$ cat src/rtl/sprite_sched_pkg.sv
`default_nettype none
// ============================================================================
//  Module   : sprite_sched_pkg
//  Purpose  : Shared types and helpers for the sprite DMA scheduler:
//             scheduler state encoding, slot-counter width and flat-bus
//             address extraction.
//  Revision : 1.0  initial release
// ============================================================================
package sprite_sched_pkg;

    // Scheduler states, explicitly 3 bits wide
    typedef enum logic [2:0] {
        IDLE      = 3'd0,
        START     = 3'd1,
        WAIT_LINE = 3'd2,
        GRANT     = 3'd3,
        GAP       = 3'd4
    } sched_state_t;

    // Default engine count and the slot-counter width that goes with it
    localparam int NSPR_DFLT = 4;
    localparam int SLOTW     = (NSPR_DFLT > 1) ? $clog2(NSPR_DFLT) : 1;

    // Widest flat bus handled by slice_addr: 16 engines x 32-bit addresses
    localparam int c_ADDR_MAX_W = 32;
    localparam int c_VEC_W      = 16 * c_ADDR_MAX_W;

    // Slot-counter width for an arbitrary engine count (never below 1)
    function automatic int slot_width(input int n);
        return (n > 1) ? $clog2(n) : 1;
    endfunction

    // Field k of a flat bus of w-bit fields; caller narrows to w bits
    function automatic logic [c_ADDR_MAX_W-1:0] slice_addr(
        input logic [c_VEC_W-1:0] vec,
        input int                 k,
        input int                 w
    );
        return c_ADDR_MAX_W'(vec >> (k * w));
    endfunction

endpackage
`default_nettype wire

$ cat src/rtl/sprite_collide.sv
`default_nettype none
// ============================================================================
//  Module   : sprite_collide
//  Purpose  : Sticky per-engine collision flags. A flag is set when its
//             engine draws a pixel in the same cycle as any other engine.
//             Present only when SPRITE_COLLIDE_EN is defined.
//  Revision : 1.0  initial release
// ============================================================================
`ifdef SPRITE_COLLIDE_EN
module sprite_collide #(
    parameter int NSPR = 4
) (
    input  logic            clk,
    input  logic            rst,
    input  logic            i_clr,
    input  logic [NSPR-1:0] i_pix,
    output logic [NSPR-1:0] o_flags
);
    logic [NSPR-1:0] r_flags_q;
    logic [NSPR-1:0] w_flags_d;
    logic            w_multi;

    // Two or more pixels at once: clearing the lowest set bit leaves something
    always_comb begin
        w_multi   = ((i_pix & (i_pix - NSPR'(1))) != '0);
        w_flags_d = r_flags_q | (w_multi ? i_pix : '0);
        if (i_clr) begin
            w_flags_d = '0;
        end
    end

    // Flag register, cleared by reset
    always_ff @(posedge clk) begin
        if (rst) begin
            r_flags_q <= '0;
        end else begin
            r_flags_q <= w_flags_d;
        end
    end

    assign o_flags = r_flags_q;

endmodule
`endif
`default_nettype wire

$ cat src/rtl/sprite_dma_sched.sv
`default_nettype none
// ============================================================================
//  Module   : sprite_dma_sched
//  Purpose  : Frame/line scheduler and sprite-ROM arbiter for NSPR engines.
//             Starts enabled engines at frame start, then opens one DMA
//             window per scanline, granting the ROM slot by slot
//             (grant cycle followed by a gap cycle for each engine).
//  Config   : SPRITE_COLLIDE_EN adds spr_pix/collide and sticky collision
//             flags.
//  Revision : 1.0  initial release
// ============================================================================
module sprite_dma_sched
    import sprite_sched_pkg::*;
#(
    parameter int NSPR  = 4,
    parameter int ADDRW = 9
) (
    input  logic                  clk,
    input  logic                  rst,
    input  logic                  frame_start,
    input  logic                  line_start,
    input  logic [NSPR-1:0]       spr_en,
    input  logic [NSPR-1:0]       spr_done,
    input  logic [NSPR*ADDRW-1:0] spr_pos,
    input  logic [NSPR*ADDRW-1:0] spr_base,
`ifdef SPRITE_COLLIDE_EN
    input  logic [NSPR-1:0]       spr_pix,
    output logic [NSPR-1:0]       collide,
`endif
    output logic [NSPR-1:0]       spr_start,
    output logic [NSPR-1:0]       dma_avail,
    output logic [ADDRW-1:0]      mem_addr,
    output logic                  mem_en,
    output logic                  all_done,
    output logic                  overrun
);
    localparam int c_SLOTW = slot_width(NSPR);

    sched_state_t       r_state_q,    w_state_d;
    logic [c_SLOTW-1:0] r_slot_q,     w_slot_d;
    logic [NSPR-1:0]    r_en_l_q,     w_en_l_d;
    logic [NSPR-1:0]    r_seen_q,     w_seen_d;
    logic [NSPR-1:0]    r_done_q,     w_done_d;
    logic               r_all_done_q, w_all_done_d;
    logic               r_overrun_q,  w_overrun_d;
    logic               w_frame_acc;
    logic [NSPR-1:0]    w_grant;
    logic [ADDRW-1:0]   w_base_sel;
    logic [ADDRW-1:0]   w_pos_sel;

    // Next-state logic: frame/line sequencing, done tracking, error flag
    always_comb begin
        w_state_d    = r_state_q;
        w_slot_d     = r_slot_q;
        w_en_l_d     = r_en_l_q;
        w_seen_d     = r_seen_q | (spr_done & ~r_done_q);
        w_done_d     = spr_done;
        w_all_done_d = r_all_done_q;
        w_overrun_d  = r_overrun_q;
        w_frame_acc  = 1'b0;

        case (r_state_q)
            IDLE: begin
                if (frame_start) begin
                    w_en_l_d     = spr_en;
                    w_seen_d     = '0;
                    w_all_done_d = 1'b0;
                    w_frame_acc  = 1'b1;
                    w_state_d    = START;
                end
            end
            START: begin
                w_state_d = WAIT_LINE;
            end
            WAIT_LINE: begin
                if ((r_seen_q & r_en_l_q) == r_en_l_q) begin
                    w_all_done_d = 1'b1;
                    w_state_d    = IDLE;
                end else if (line_start) begin
                    w_slot_d  = '0;
                    w_state_d = GRANT;
                end
            end
            GRANT: begin
                w_state_d = GAP;
            end
            GAP: begin
                if (r_slot_q == c_SLOTW'(NSPR - 1)) begin
                    w_state_d = WAIT_LINE;
                end else begin
                    w_slot_d  = r_slot_q + c_SLOTW'(1);
                    w_state_d = GRANT;
                end
            end
            default: begin
                w_state_d = IDLE;
            end
        endcase

        // Pulses arriving where they cannot be honoured are dropped and flagged
        if (frame_start && (r_state_q != IDLE)) begin
            w_overrun_d = 1'b1;
        end
        if (line_start && ((r_state_q == GRANT) || (r_state_q == GAP))) begin
            w_overrun_d = 1'b1;
        end
    end

    // Scheduler state register
    always_ff @(posedge clk) begin
        if (rst) begin
            r_state_q    <= IDLE;
            r_slot_q     <= '0;
            r_en_l_q     <= '0;
            r_seen_q     <= '0;
            r_done_q     <= '0;
            r_all_done_q <= 1'b0;
            r_overrun_q  <= 1'b0;
        end else begin
            r_state_q    <= w_state_d;
            r_slot_q     <= w_slot_d;
            r_en_l_q     <= w_en_l_d;
            r_seen_q     <= w_seen_d;
            r_done_q     <= w_done_d;
            r_all_done_q <= w_all_done_d;
            r_overrun_q  <= w_overrun_d;
        end
    end

    // One-hot grant for the current slot, withheld once the engine is done
    always_comb begin
        w_grant = '0;
        if (r_state_q == GRANT) begin
            w_grant[r_slot_q] = r_en_l_q[r_slot_q] & ~r_seen_q[r_slot_q];
        end
    end

    // Address of the current slot's engine; the sum wraps at ADDRW bits
    assign w_base_sel = ADDRW'(slice_addr(c_VEC_W'(spr_base), int'(r_slot_q), ADDRW));
    assign w_pos_sel  = ADDRW'(slice_addr(c_VEC_W'(spr_pos),  int'(r_slot_q), ADDRW));

    assign dma_avail = w_grant;
    assign mem_en    = |w_grant;
    assign mem_addr  = (r_state_q == GRANT) ? (w_base_sel + w_pos_sel) : '0;
    assign spr_start = (r_state_q == START) ? r_en_l_q : '0;
    assign all_done  = r_all_done_q;
    assign overrun   = r_overrun_q;

`ifdef SPRITE_COLLIDE_EN
    sprite_collide #(
        .NSPR (NSPR)
    ) u_collide (
        .clk     (clk),
        .rst     (rst),
        .i_clr   (w_frame_acc),
        .i_pix   (spr_pix),
        .o_flags (collide)
    );
`endif

endmodule
`default_nettype wire
$ cat config.mk
export PLATFORM = sky130hd
export DESIGN_NAME = sprite_dma_sched
export DESIGN_NICKNAME = d
export VERILOG_FILES = /design/src/rtl/sprite_sched_pkg.sv /design/src/rtl/sprite_collide.sv /design/src/rtl/sprite_dma_sched.sv
export SDC_FILE = /design/constraint.sdc
export NUM_CORES = 1
export LEC_CHECK = 0
export ABC_AREA = 0
export ABC_CLOCK_PERIOD_IN_PS = 2990
export BUFFER_PORTS_ARGS = -buffer_cell sky130_fd_sc_hd__buf_2
export CORE_MARGIN = 2
export CORE_UTILIZATION = 45
export DETAILED_ROUTE_END_ITERATION = 16
export GPL_TIMING_DRIVEN = 0
export PLACE_DENSITY_LB_ADDON = 0.1
export SYNTH_ARGS = -nofsm -noshare
export SYNTH_HDL_FRONTEND = slang
export SYNTH_SLANG_ARGS = --single-unit
export TNS_END_PERCENT = 50
$ cat constraint.sdc
create_clock -name clk -period 2.99 [get_ports clk]
set_input_delay 0 -clock clk [delete_from_list [all_inputs] [get_ports clk]]
set_output_delay 0 -clock clk [all_outputs]
set_load 0.01 [all_outputs]
==> flow_metrics.env <==
export IMPL_ir_drop_mv=0.392
export IMPL_final_cells=348
export IMPL_gr_total_overflow=0
export IMPL_clk_pin_slew_worst_paths_ps=70
export IMPL_slew_violations=0
export IMPL_gp_congestion=0.816
export IMPL_track_usage=0.213
export IMPL_slowest_delay_ps=510
export IMPL_vias=1850
export IMPL_grt_use_met1=0.252
export IMPL_p_leak_uw=0.00118
export IMPL_min_path_type="input pin to flip-flop"
export IMPL_final_setup_viol_count=0
export IMPL_dpl_cell_count=337
export IMPL_synthesis_nets=282
export IMPL_rows=23
export IMPL_grt_antenna_before_repair=0
export IMPL_drt_iter0_drc=80
export IMPL_startpoint_type="flip-flop"
export IMPL_postSynthCellCount=185
export IMPL_num_antenna_cells=0
export IMPL_cts_tree="yes"
export IMPL_grtUsageMet2=0.410
export IMPL_synth_top_cell_area_share=0.212
export IMPL_synth_largest_area_cell="mux4_2"
export IMPL_fin_nets=396
export IMPL_met3_usage=0.0250
export IMPL_drt_total_wl_um=4930
export IMPL_syn_area_per_cell_um2=9.77
export IMPL_powerDensity_nw_per_um2=279
export IMPL_synthArstFlopShare=0
export IMPL_synth_cell_types=48
export IMPL_layout_min_cycle_time_ps=2830
export IMPL_tightest_slew_ps=759
export IMPL_post_cts_repair_setup_buffers=0
export IMPL_rsz0062_at_grt="false"
export IMPL_place_hpwl_um=4060
export IMPL_die_area_um2=4540
export IMPL_port_buffers=102
export IMPL_numCtsBuffers=3
export IMPL_io_pins=104
export IMPL_crit_path_end_kind="primary output"
export IMPL_critPathArrivalTime_ps=2830
export IMPL_ys_seq_area_frac=0.210
export IMPL_fin_crit_sh=0.946
export IMPL_busiest_layer="met2"
export IMPL_fillCellCount=353
export IMPL_maxCapViolCount=0
export IMPL_ant_nets=0
export IMPL_core_um2=3940
export IMPL_path_class="flip-flop to primary output"
export IMPL_synthesis_area_um2=1810
export IMPL_clock_latency_ps=250
export IMPL_path_cells="buf_12 > mux4_2 > ha_2 > fa_2 > a211oi_2 > o21bai_1 > a21oi_1 > mux2i_1 > buf_2"
export IMPL_post_route_util=0.646
export IMPL_slew_headroom=0.493
export IMPL_clock_tree_buffer_depth=2
export IMPL_cp_required_ps=2990
export IMPL_htree_levels=1
export IMPL_grt_start_max_net_pins=11
export IMPL_critPathMaxFanout=10
export IMPL_cts_root_buf="clkbuf_8"
export IMPL_synth_commonest_cells="dfxtp_1 (19), nor2_1 (18), mux4_2 (17), ha_1 (12), a21oi_1 (11)"
export IMPL_fin_hold_ws_ps=3.20
export IMPL_grt_pass1_vias=1759
export IMPL_cts_sinks=19
export IMPL_finClkSkew_ps=4.09
export IMPL_initial_core_util=0.459
export IMPL_slowest_stage="mux4_2"
export IMPL_outcome="complete, no violations"
export IMPL_drc_errors=0
export IMPL_final_hold_viol_count=0
export IMPL_floorplan_die_height_um=67.4
export IMPL_drive_above_1_share=0.480
export IMPL_routedWlPerCell_um=14.2
export IMPL_area_growth_pct=40.8
export IMPL_max_freq_ghz=0.354
export IMPL_die_w_um=67.4
export IMPL_drt_pass1_iter_count=4
export IMPL_synth_ff_type="dfxtp_1"
export IMPL_yosysMostFrequentCell="dfxtp_1"
export IMPL_grt_first_pass_wirelength_um=7530
export IMPL_yosysWarnings=0
export IMPL_ys_ff_latch=19
export IMPL_synth_edf_count=0
export IMPL_vias_per_cell=5.32
export IMPL_synthTopCellsByArea="mux4_2 (21%), dfxtp_1 (21%), ha_1 (8.3%)"
## per-stage QoR
| step | total power, uW | worst slack (ps) | TNS, ps | instance area, um^2 |
|---|---|---|---|---|
| after CTS | 707 | -9.74 | -9.74 | 2510 |
| after floorplan | 433 | 407 | 0 | 1810 |
| after global placement | 518 | 107 | 0 | 2380 |
| after detailed placement | 524 | 52.7 | 0 | 2380 |
| after global routing | 754 | 3.05 | 0 | 2540 |
| final | 709 | 162 | 0 | 2540 |
## report_power, final
group          total, uW  internal (uW)  switching (uW)  leakage (uW)
clock network        177           94.7            82.3     0.0000228
registers            280            270            9.92      0.000157
logic                252            138             114      0.000997
## sequential cells by signal, summed over array words and instances, names as in the netlist
name       flops
r_done_q       4
all_done       1
r_state_q      3
overrun        1
r_en_l_q       4
r_slot_q       2
r_seen_q       4
## metal layers
layer,routed length (um),share of wire,up-vias
li1,-,-,926
met1,2060,0.42,859
met2,2610,0.53,60
met3,237,0.048,5
met4,23,0.0047,0
met5,0,0,-
## final cells by class
cell class                 count  area, um^2  area share
buffer                         9        68.8      0.0270
sequential                    19         382       0.150
inverter                       9        33.8      0.0133
clock buffer                   4        45.0      0.0177
timing repair buffer         109         581       0.228
multi-input combinational    148        1370       0.539
tap                           50        62.6      0.0246
## layout by cell type (no fill, tap or decap), drive strengths merged, types with 2 or more instances in the layout
master,count
or4,2
a211oi,4
and2,6
nand3b,3
and3,5
a21oi,12
inv,9
or2,4
nand2b,3
dlygate4sd3,7
buf,104
nor3b,3
o21ai,6
mux2i,8
a21o,3
o21a,2
clkbuf,11
nor4,2
nor2b,9
mux4,18
or3,2
dfxtp,19
nor2,18
nand2,5
xor2,4
o21bai,2
ha,12
## cell families after synthesis
kind of cell	share of synthesized area
and+or+nand+nor	0.219
DFF	0.210
buffers and inverters	0.0429
AOI/OAI and AO/OA	0.139
adders and majority gates	0.0941
xor gates and xnor gates	0.0242
muxes	0.271
## final timing paths
kind | cells past startpoint | endpoint | slack [ps] | startpoint
setup / recovery | 9 | mem_addr[6] | 160 | r_slot_q[0]
hold / removal | 3 | r_en_l_q[2] | 3 | spr_en[2]
setup reg to reg | 4 | all_done | 1340 | r_en_l_q[1]
hold reg to reg | 2 | r_seen_q[0] | 480 | r_seen_q[0]
## timing repair
item	4_1_cts	5_1_grt
endpoints found under the setup margin	4	3
resized for setup	4	10
hold buffers	7	0
pin swaps	0	2
hold endpoints to repair	10	0
## worst max-delay path, delay by kind of cell (launching register included)
family | cells | cell delay (ps)
AO/OA/AOI/OAI | 3 | 580
adder cells (fa/ha/maj) | 2 | 600
buffers and inverters | 2 | 300
flip-flops | 1 | 370
multiplexers | 2 | 710
No activity file was read; power rests on OpenSTA's default activity.
